===== config.mk =====
export PLATFORM = sky130hd
export DESIGN_NAME = clint_irq_ctrl
export DESIGN_NICKNAME = d
export VERILOG_FILES = /design/src/rtl/clint_irq_ctrl.sv
export SDC_FILE = /design/constraint.sdc
export NUM_CORES = 1
export LEC_CHECK = 0
export ABC_AREA = 1
export CAP_MARGIN = 0
export CELL_PAD_IN_SITES_DETAIL_PLACEMENT = 0
export CELL_PAD_IN_SITES_GLOBAL_PLACEMENT = 1
export CORE_MARGIN = 2
export CORE_UTILIZATION = 27
export CTS_BUF_LIST = sky130_fd_sc_hd__clkbuf_16
export CTS_CLUSTER_SIZE = 16
export DETAILED_ROUTE_END_ITERATION = 12
export PLACE_DENSITY_LB_ADDON = 0.12
export SLEW_MARGIN = 0
export SYNTH_ARGS = -nofsm -noshare
export SYNTH_HDL_FRONTEND = slang
export SYNTH_SLANG_ARGS = --single-unit

===== constraint.sdc =====
create_clock -name clk -period 3.3 [get_ports clk]
set_clock_uncertainty 0.05 [all_clocks]
set_input_delay 0.33 -clock clk [delete_from_list [all_inputs] [get_ports clk]]
set_output_delay 0.33 -clock clk [all_outputs]
set_load 0.01 [all_outputs]

===== src/rtl/clint_irq_ctrl.sv =====
// Core-local interrupt/trap controller beside the ID stage.
// Arbitrates level-sensitive interrupts against ECALL/EBREAK/MRET in ID.
// Sequences the mepc/mstatus/mcause CSR writes one per cycle while stalling IF/ID.
// Finishes with a single-cycle redirect to the trap handler or to mepc.
module clint_irq_ctrl #(
   parameter int NUM_IRQ  = 4,
   parameter int XLEN     = 32,
   parameter int IRQ_BASE = 16
) (
   input  logic               clk,
   input  logic               rst,
   input  logic [XLEN-1:0]    inst,
   input  logic               inst_valid,
   input  logic [XLEN-1:0]    pc,
   input  logic [NUM_IRQ-1:0] irq,
   input  logic [NUM_IRQ-1:0] irq_en,
   input  logic [XLEN-1:0]    csr_mstatus,
   input  logic [XLEN-1:0]    csr_mepc,
   input  logic [XLEN-1:0]    csr_mtvec,
   output logic               csr_we,
   output logic [11:0]        csr_wa,
   output logic [XLEN-1:0]    csr_wd,
   output logic               stall,
   output logic               jump_flag,
   output logic [XLEN-1:0]    jump_addr,
   output logic [XLEN-1:0]    trap_cause
);

   localparam logic [XLEN-1:0] ECALL_I  = XLEN'(32'h0000_0073);
   localparam logic [XLEN-1:0] EBREAK_I = XLEN'(32'h0010_0073);
   localparam logic [XLEN-1:0] MRET_I   = XLEN'(32'h3020_0073);
   localparam logic [XLEN-1:0] INT_BIT  = {1'b1, {(XLEN-1){1'b0}}};

   localparam logic [11:0] CSR_MSTATUS = 12'h300;
   localparam logic [11:0] CSR_MEPC    = 12'h341;
   localparam logic [11:0] CSR_MCAUSE  = 12'h342;

   typedef enum logic [2:0] {
      S_IDLE,
      S_MEPC,
      S_MSTATUS,
      S_MCAUSE,
      S_MRET_MST,
      S_JUMP
   } state_t;

   state_t            state_q, state_d;
   logic [XLEN-1:0]   pc_q, pc_d;
   logic [XLEN-1:0]   mstatus_q, mstatus_d;
   logic [XLEN-1:0]   cause_q, cause_d;
   logic [XLEN-1:0]   target_q, target_d;
   logic [XLEN-1:0]   trap_cause_q, trap_cause_d;

   logic              irq_hit;
   logic [XLEN-1:0]   irq_code;
   logic              is_ecall, is_ebreak, is_mret;
   logic              take_exc, take_irq, take_mret;
   logic [XLEN-1:0]   tvec_base;

   // Trap entry: MPIE takes the old MIE, MIE is cleared.
   function automatic logic [XLEN-1:0] mstatus_on_trap(input logic [XLEN-1:0] ms);
      logic [XLEN-1:0] r;
      r    = ms;
      r[7] = ms[3];
      r[3] = 1'b0;
      return r;
   endfunction

   // MRET: MIE restored from MPIE, MPIE set.
   function automatic logic [XLEN-1:0] mstatus_on_mret(input logic [XLEN-1:0] ms);
      logic [XLEN-1:0] r;
      r    = ms;
      r[3] = ms[7];
      r[7] = 1'b1;
      return r;
   endfunction

   // Find the lowest-index enabled request; scanning downward lets the lowest win.
   always_comb begin
      irq_hit  = 1'b0;
      irq_code = '0;
      for (int i = NUM_IRQ - 1; i >= 0; i--) begin
         if (irq[i] && irq_en[i]) begin
            irq_hit  = 1'b1;
            irq_code = XLEN'(IRQ_BASE) + XLEN'(i);
         end
      end
   end

   assign is_ecall  = (inst == ECALL_I);
   assign is_ebreak = (inst == EBREAK_I);
   assign is_mret   = (inst == MRET_I);
   assign tvec_base = {csr_mtvec[XLEN-1:2], 2'b00};

   // Events are only considered in IDLE with a real instruction in ID.
   always_comb begin
      take_exc  = 1'b0;
      take_irq  = 1'b0;
      take_mret = 1'b0;
      if (state_q == S_IDLE && inst_valid) begin
         take_exc  = is_ecall || is_ebreak;
         take_irq  = !take_exc && irq_hit && csr_mstatus[3];
         take_mret = !take_exc && !take_irq && is_mret;
      end
   end

   // Next-state and latching of trap context at detection.
   always_comb begin
      state_d      = state_q;
      pc_d         = pc_q;
      mstatus_d    = mstatus_q;
      cause_d      = cause_q;
      target_d     = target_q;
      trap_cause_d = trap_cause_q;
      case (state_q)
         S_IDLE: begin
            if (take_exc || take_irq) begin
               state_d   = S_MEPC;
               pc_d      = pc;
               mstatus_d = csr_mstatus;
               if (take_exc) begin
                  cause_d  = is_ecall ? XLEN'(11) : XLEN'(3);
                  target_d = tvec_base;
               end else begin
                  cause_d  = irq_code | INT_BIT;
                  // Only mode 1 vectors; reserved modes fall back to direct.
                  target_d = (csr_mtvec[1:0] == 2'b01) ? tvec_base + (irq_code << 2)
                                                       : tvec_base;
               end
            end else if (take_mret) begin
               state_d   = S_MRET_MST;
               pc_d      = pc;
               mstatus_d = csr_mstatus;
               target_d  = csr_mepc;
            end
         end
         S_MEPC:     state_d = S_MSTATUS;
         S_MSTATUS: begin
            state_d      = S_MCAUSE;
            trap_cause_d = cause_q;
         end
         S_MCAUSE:   state_d = S_JUMP;
         S_MRET_MST: state_d = S_JUMP;
         S_JUMP:     state_d = S_IDLE;
         default:    state_d = S_IDLE;
      endcase
   end

   // CSR port, redirect and stall; everything is zero outside its owning state.
   always_comb begin
      csr_we    = 1'b0;
      csr_wa    = '0;
      csr_wd    = '0;
      jump_flag = 1'b0;
      jump_addr = '0;
      stall     = (state_q != S_IDLE) ||
                  ((take_exc || take_irq || take_mret) && !rst);
      case (state_q)
         S_MEPC: begin
            csr_we = 1'b1;
            csr_wa = CSR_MEPC;
            csr_wd = pc_q;
         end
         S_MSTATUS: begin
            csr_we = 1'b1;
            csr_wa = CSR_MSTATUS;
            csr_wd = mstatus_on_trap(mstatus_q);
         end
         S_MCAUSE: begin
            csr_we = 1'b1;
            csr_wa = CSR_MCAUSE;
            csr_wd = cause_q;
         end
         S_MRET_MST: begin
            csr_we = 1'b1;
            csr_wa = CSR_MSTATUS;
            csr_wd = mstatus_on_mret(mstatus_q);
         end
         S_JUMP: begin
            jump_flag = 1'b1;
            jump_addr = target_q;
         end
         default: ;
      endcase
   end

   assign trap_cause = trap_cause_q;

   // State and trap-context registers; reset aborts any sequence in progress.
   always_ff @(posedge clk or posedge rst) begin
      if (rst) begin
         state_q      <= S_IDLE;
         pc_q         <= '0;
         mstatus_q    <= '0;
         cause_q      <= '0;
         target_q     <= '0;
         trap_cause_q <= '0;
      end else begin
         state_q      <= state_d;
         pc_q         <= pc_d;
         mstatus_q    <= mstatus_d;
         cause_q      <= cause_d;
         target_q     <= target_d;
         trap_cause_q <= trap_cause_d;
      end
   end

endmodule


==> flow_results.xml <==
<?xml version="1.0" encoding="UTF-8"?>
<metrics>
  <group name="die">
    <metric name="placeableCoreArea" unit="um^2">25300</metric>
    <metric name="dieWidth" unit="um">165</metric>
    <metric name="die_height" unit="um">165</metric>
    <metric name="pin_count" unit="">282</metric>
    <metric name="floorplan.initialDensity" unit="%">27.6</metric>
    <metric name="die_footprint" unit="um^2">27100</metric>
    <metric name="floorplan.rows" unit="">58</metric>
  </group>
  <group name="synth">
    <metric name="synth_compound_area_share" unit="%">11.4</metric>
    <metric name="post_synth_instance_area" unit="um^2">6980</metric>
    <metric name="number_of_distinct_library_cells_after_synthesis" unit="">34</metric>
    <metric name="netlist_top_cells_area" unit="">sky130_fd_sc_hd__dfrtp_1 (39%), sky130_fd_sc_hd__nand2_1 (15%), sky130_fd_sc_hd__inv_1 (10%)</metric>
    <metric name="synth_enable_flop_cells" unit="">0</metric>
    <metric name="netlist.top_cell.by_area" unit="">sky130_fd_sc_hd__dfrtp_1</metric>
    <metric name="yosysWarningCount" unit="">0</metric>
    <metric name="post_synth_mux_area_share" unit="%">0</metric>
    <metric name="synth_top_flop_cell" unit="">sky130_fd_sc_hd__dfrtp_1</metric>
    <metric name="synth.yosys.seq_area_share" unit="%">39.1</metric>
    <metric name="netlist_instances" unit="">1048</metric>
    <metric name="synth_area_per_cell" unit="um^2">6.66</metric>
    <metric name="postSynthRegisterBits" unit="">109</metric>
    <metric name="post_synth_arst_share" unit="%">100</metric>
    <metric name="synthDominantCellAreaShare" unit="%">39.1</metric>
    <metric name="synth_top_family_by_area" unit="">simple AND/OR/NAND/NOR gates</metric>
    <metric name="yosys.area_share.simple" unit="%">31.0</metric>
    <metric name="synth-xor-area-share" unit="%">0.502</metric>
    <metric name="synth_adder_area_share" unit="%">0.825</metric>
  </group>
  <group name="worst_setup_path">
    <metric name="worst_path_fanout_max" unit="">3</metric>
    <metric name="worst_setup_path_end_kind" unit="">output pin</metric>
    <metric name="worstRegToRegCells" unit="">10</metric>
    <metric name="cpPeakStageDelay" unit="ns">0.59</metric>
    <metric name="crit_slowest_cell" unit="">sky130_fd_sc_hd__clkdlybuf4s50_1</metric>
    <metric name="timing.critical_path.buf_inv" unit="">3</metric>
    <metric name="worst-path-stages" unit="">10</metric>
    <metric name="worstPathCellList" unit="">clkdlybuf4s50_1 -&gt; nand2_1 -&gt; nor3_1 -&gt; nand2_1 -&gt; nor2_2 -&gt; nand4_1 -&gt; nand2_4 -&gt; inv_1 -&gt; o21ai_0 -&gt; clkdlybuf4s50_1</metric>
    <metric name="worst_setup_start_kind" unit="">primary input</metric>
    <metric name="path_delay_family" unit="">buffers and inverters</metric>
    <metric name="worst-endpoint-required" unit="ns">2.92</metric>
    <metric name="crit_type" unit="">in2out</metric>
    <metric name="worst-endpoint-arrival" unit="ns">2.57</metric>
  </group>
  <group name="finish">
    <metric name="fin_nets" unit="">1457</metric>
    <metric name="final_design_area_no_fill" unit="um^2">9990</metric>
    <metric name="drive_gt1_share" unit="%">3.81</metric>
    <metric name="layout.area.seq" unit="um^2">2730</metric>
    <metric name="multiInputGateArea" unit="um^2">3180</metric>
    <metric name="layout-area-overhead-vs-synth" unit="%">43.2</metric>
    <metric name="fill_cell_total_of_the_finished_layout" unit="">2721</metric>
    <metric name="n_antenna_cell" unit="">0</metric>
    <metric name="final_util" unit="%">39.6</metric>
    <metric name="final_cell_mix" unit="">sky130_fd_sc_hd__nand2_1 (284), sky130_fd_sc_hd__clkdlybuf4s50_1 (247), sky130_fd_sc_hd__inv_1 (186), sky130_fd_sc_hd__dfrtp_1 (109), sky130_fd_sc_hd__nor2_1 (103)</metric>
    <metric name="final_common_cell" unit="">sky130_fd_sc_hd__nand2_1</metric>
  </group>
  <group name="grt">
    <metric name="grt_start_max_net_pins" unit="">138</metric>
    <metric name="grt_pass1_wl" unit="um">37900</metric>
    <metric name="grt_pass1_vias" unit="">7016</metric>
    <metric name="grt-ovfl-total" unit="">0</metric>
    <metric name="grt_usage" unit="%">18.1</metric>
    <metric name="antenna_found_initial" unit="">0</metric>
  </group>
  <group name="cts">
    <metric name="cts-hold-fix-buffers" unit="">0</metric>
    <metric name="number_of_setup_buffers_added_after_cts" unit="">0</metric>
    <metric name="cts_root_buf" unit="">sky130_fd_sc_hd__clkbuf_16</metric>
    <metric name="cts.path.max_buffers" unit="">2</metric>
    <metric name="cts.clk_slew.worst_paths" unit="ns">0.08</metric>
    <metric name="clock_sink_count" unit="">109</metric>
    <metric name="cts.repair.resized" unit="">0</metric>
    <metric name="cts_tree" unit="">done</metric>
    <metric name="numCtsBuffers" unit="">9</metric>
    <metric name="cts_max_level" unit="">3</metric>
    <metric name="clk-insertion-delay-late" unit="ns">0.35</metric>
  </group>
  <group name="placement">
    <metric name="place.detailed.hpwl" unit="um">18300</metric>
    <metric name="gp_congestion" unit="">0.850</metric>
    <metric name="port_buffers" unit="">247</metric>
    <metric name="placed_cell_area" unit="um^2">9680</metric>
  </group>
  <group name="run_status">
    <metric name="outcome" unit="">completed</metric>
  </group>
  <group name="sta">
    <metric name="timing.setup.tns" unit="ns">0</metric>
    <metric name="number_of_failing_hold_endpoints_at_the_final_stage" unit="">0</metric>
    <metric name="slew_headroom" unit="%">55.2</metric>
    <metric name="maxSlewViolCount" unit="">0</metric>
    <metric name="layout_worst_path_cycle_share" unit="%">89.4</metric>
    <metric name="rsz_0062_raised_after_global_routing" unit="">false</metric>
    <metric name="layout_min_cycle_time" unit="ns">2.95</metric>
    <metric name="worstMarginPinSlew" unit="ns">0.672</metric>
    <metric name="maxClockFrequency" unit="MHz">339</metric>
    <metric name="finish_stage_setup_viols" unit="">0</metric>
    <metric name="finalHoldWorstSlack" unit="ns">0.402</metric>
  </group>
  <group name="detailed_routing">
    <metric name="via_count" unit="">7119</metric>
    <metric name="first_iter_violations" unit="">423</metric>
    <metric name="detail_route.vias_per_cell" unit="">4.40</metric>
    <metric name="drtPass1Iterations" unit="">5</metric>
    <metric name="ant_nets" unit="">0</metric>
    <metric name="route.final.wire_length" unit="um">24600</metric>
    <metric name="detailed_route_drc_error_count" unit="">0</metric>
    <metric name="wl_per_cell" unit="um">15.2</metric>
  </group>
  <group name="power">
    <metric name="peak_ir_drop_on_the_vdd_network" unit="V">0.000386</metric>
    <metric name="power-per-cell-area" unit="nW/um^2">639</metric>
    <metric name="power.static_leakage" unit="nW">4.71</metric>
  </group>
  <group name="worst_hold_path">
    <metric name="min-delay-path-class" unit="">in2async</metric>
  </group>
  <group name="flow_run">
    <metric name="timing.max_cap.violations" unit="">0</metric>
  </group>
</metrics>
final cells by class:
| type | count | area share, % |
|---|---|---|
| Clock buffer | 9 | 2.25 |
| Clock inverter | 7 | 0.851 |
| Inverter | 189 | 7.12 |
| Multi-Input combinational cell | 706 | 31.9 |
| Sequential cell | 109 | 27.3 |
| Tap cell | 330 | 4.13 |
| Timing Repair Buffer | 267 | 26.5 |
cell families after synthesis:
logic type / Yosys count
and+or+nand+nor: 518
AOI/OAI and AO/OA: 146
adders and majority gates: 4
xor gates and xnor gates: 4
DFF: 109
buffers and inverters: 266
other: 1
per-stage QoR:
| step | power, W | setup WS [ns] | std cells |
|---|---|---|---|
| after floorplan | 0.00384 | 0.0461 | 1081 |
| after global placement | 0.00530 | 0.207 | 1601 |
| after detailed placement | 0.00532 | 0.160 | 1601 |
| after CTS | 0.00649 | 0.338 | 1617 |
| after global routing | 0.00695 | 0.169 | 1617 |
| final | 0.00639 | 0.351 | 1617 |
cell usage after synthesis, drive strengths merged (3+ instances only):
library cell  instances
nand2               288
nand4                25
o22ai                27
o21ai                99
clkbuf               19
o221ai                5
dfrtp               109
buf                  58
nor3                 13
ha                    3
nor2                107
inv                 189
and2                  3
a21oi                13
xor2                  3
nand3                81
flip-flops by register name, indices dropped and copies added, names as in the netlist:
signal and count:
cause_q 5, mstatus_q 32, pc_q 32, state_q 3
target_q 32, trap_cause 5
path summary, 6_finish.rpt:
check                                endpoint    startpoint  slack (ns)
min in group clk                 mstatus_q[7]  mstatus_q[7]        0.42
worst max register to register  mstatus_q[16]    state_q[1]        1.08
worst min register to register   mstatus_q[7]  mstatus_q[7]        0.42
worst max-delay path                    stall       inst[1]        0.35
worst min-delay path              target_q[8]           rst        0.40
max in group asynchronous       mstatus_q[27]           rst        1.97
report_power, final:
group          internal (W)  leakage, nW  switching (W)
registers           0.00199         1.32       0.000235
clock network      0.000542        0.146       0.000601
logic               0.00141         3.24        0.00161
total               0.00394         4.71        0.00245
routing by layer:
| metal | global-route usage, % | vias up | share of wire, % | routed length, um |
|---|---|---|---|---|
| li1 | - | 3667 | - | - |
| met1 | 24.7 | 3253 | 47 | 11700 |
| met2 | 30.8 | 188 | 47 | 11600 |
| met3 | 2.56 | 11 | 4.7 | 1150 |
| met4 | 3.08 | 0 | 0.70 | 171 |
| met5 | 0 | - | 0 | 0 |
Note: power is estimated with default switching activity, not from simulation.
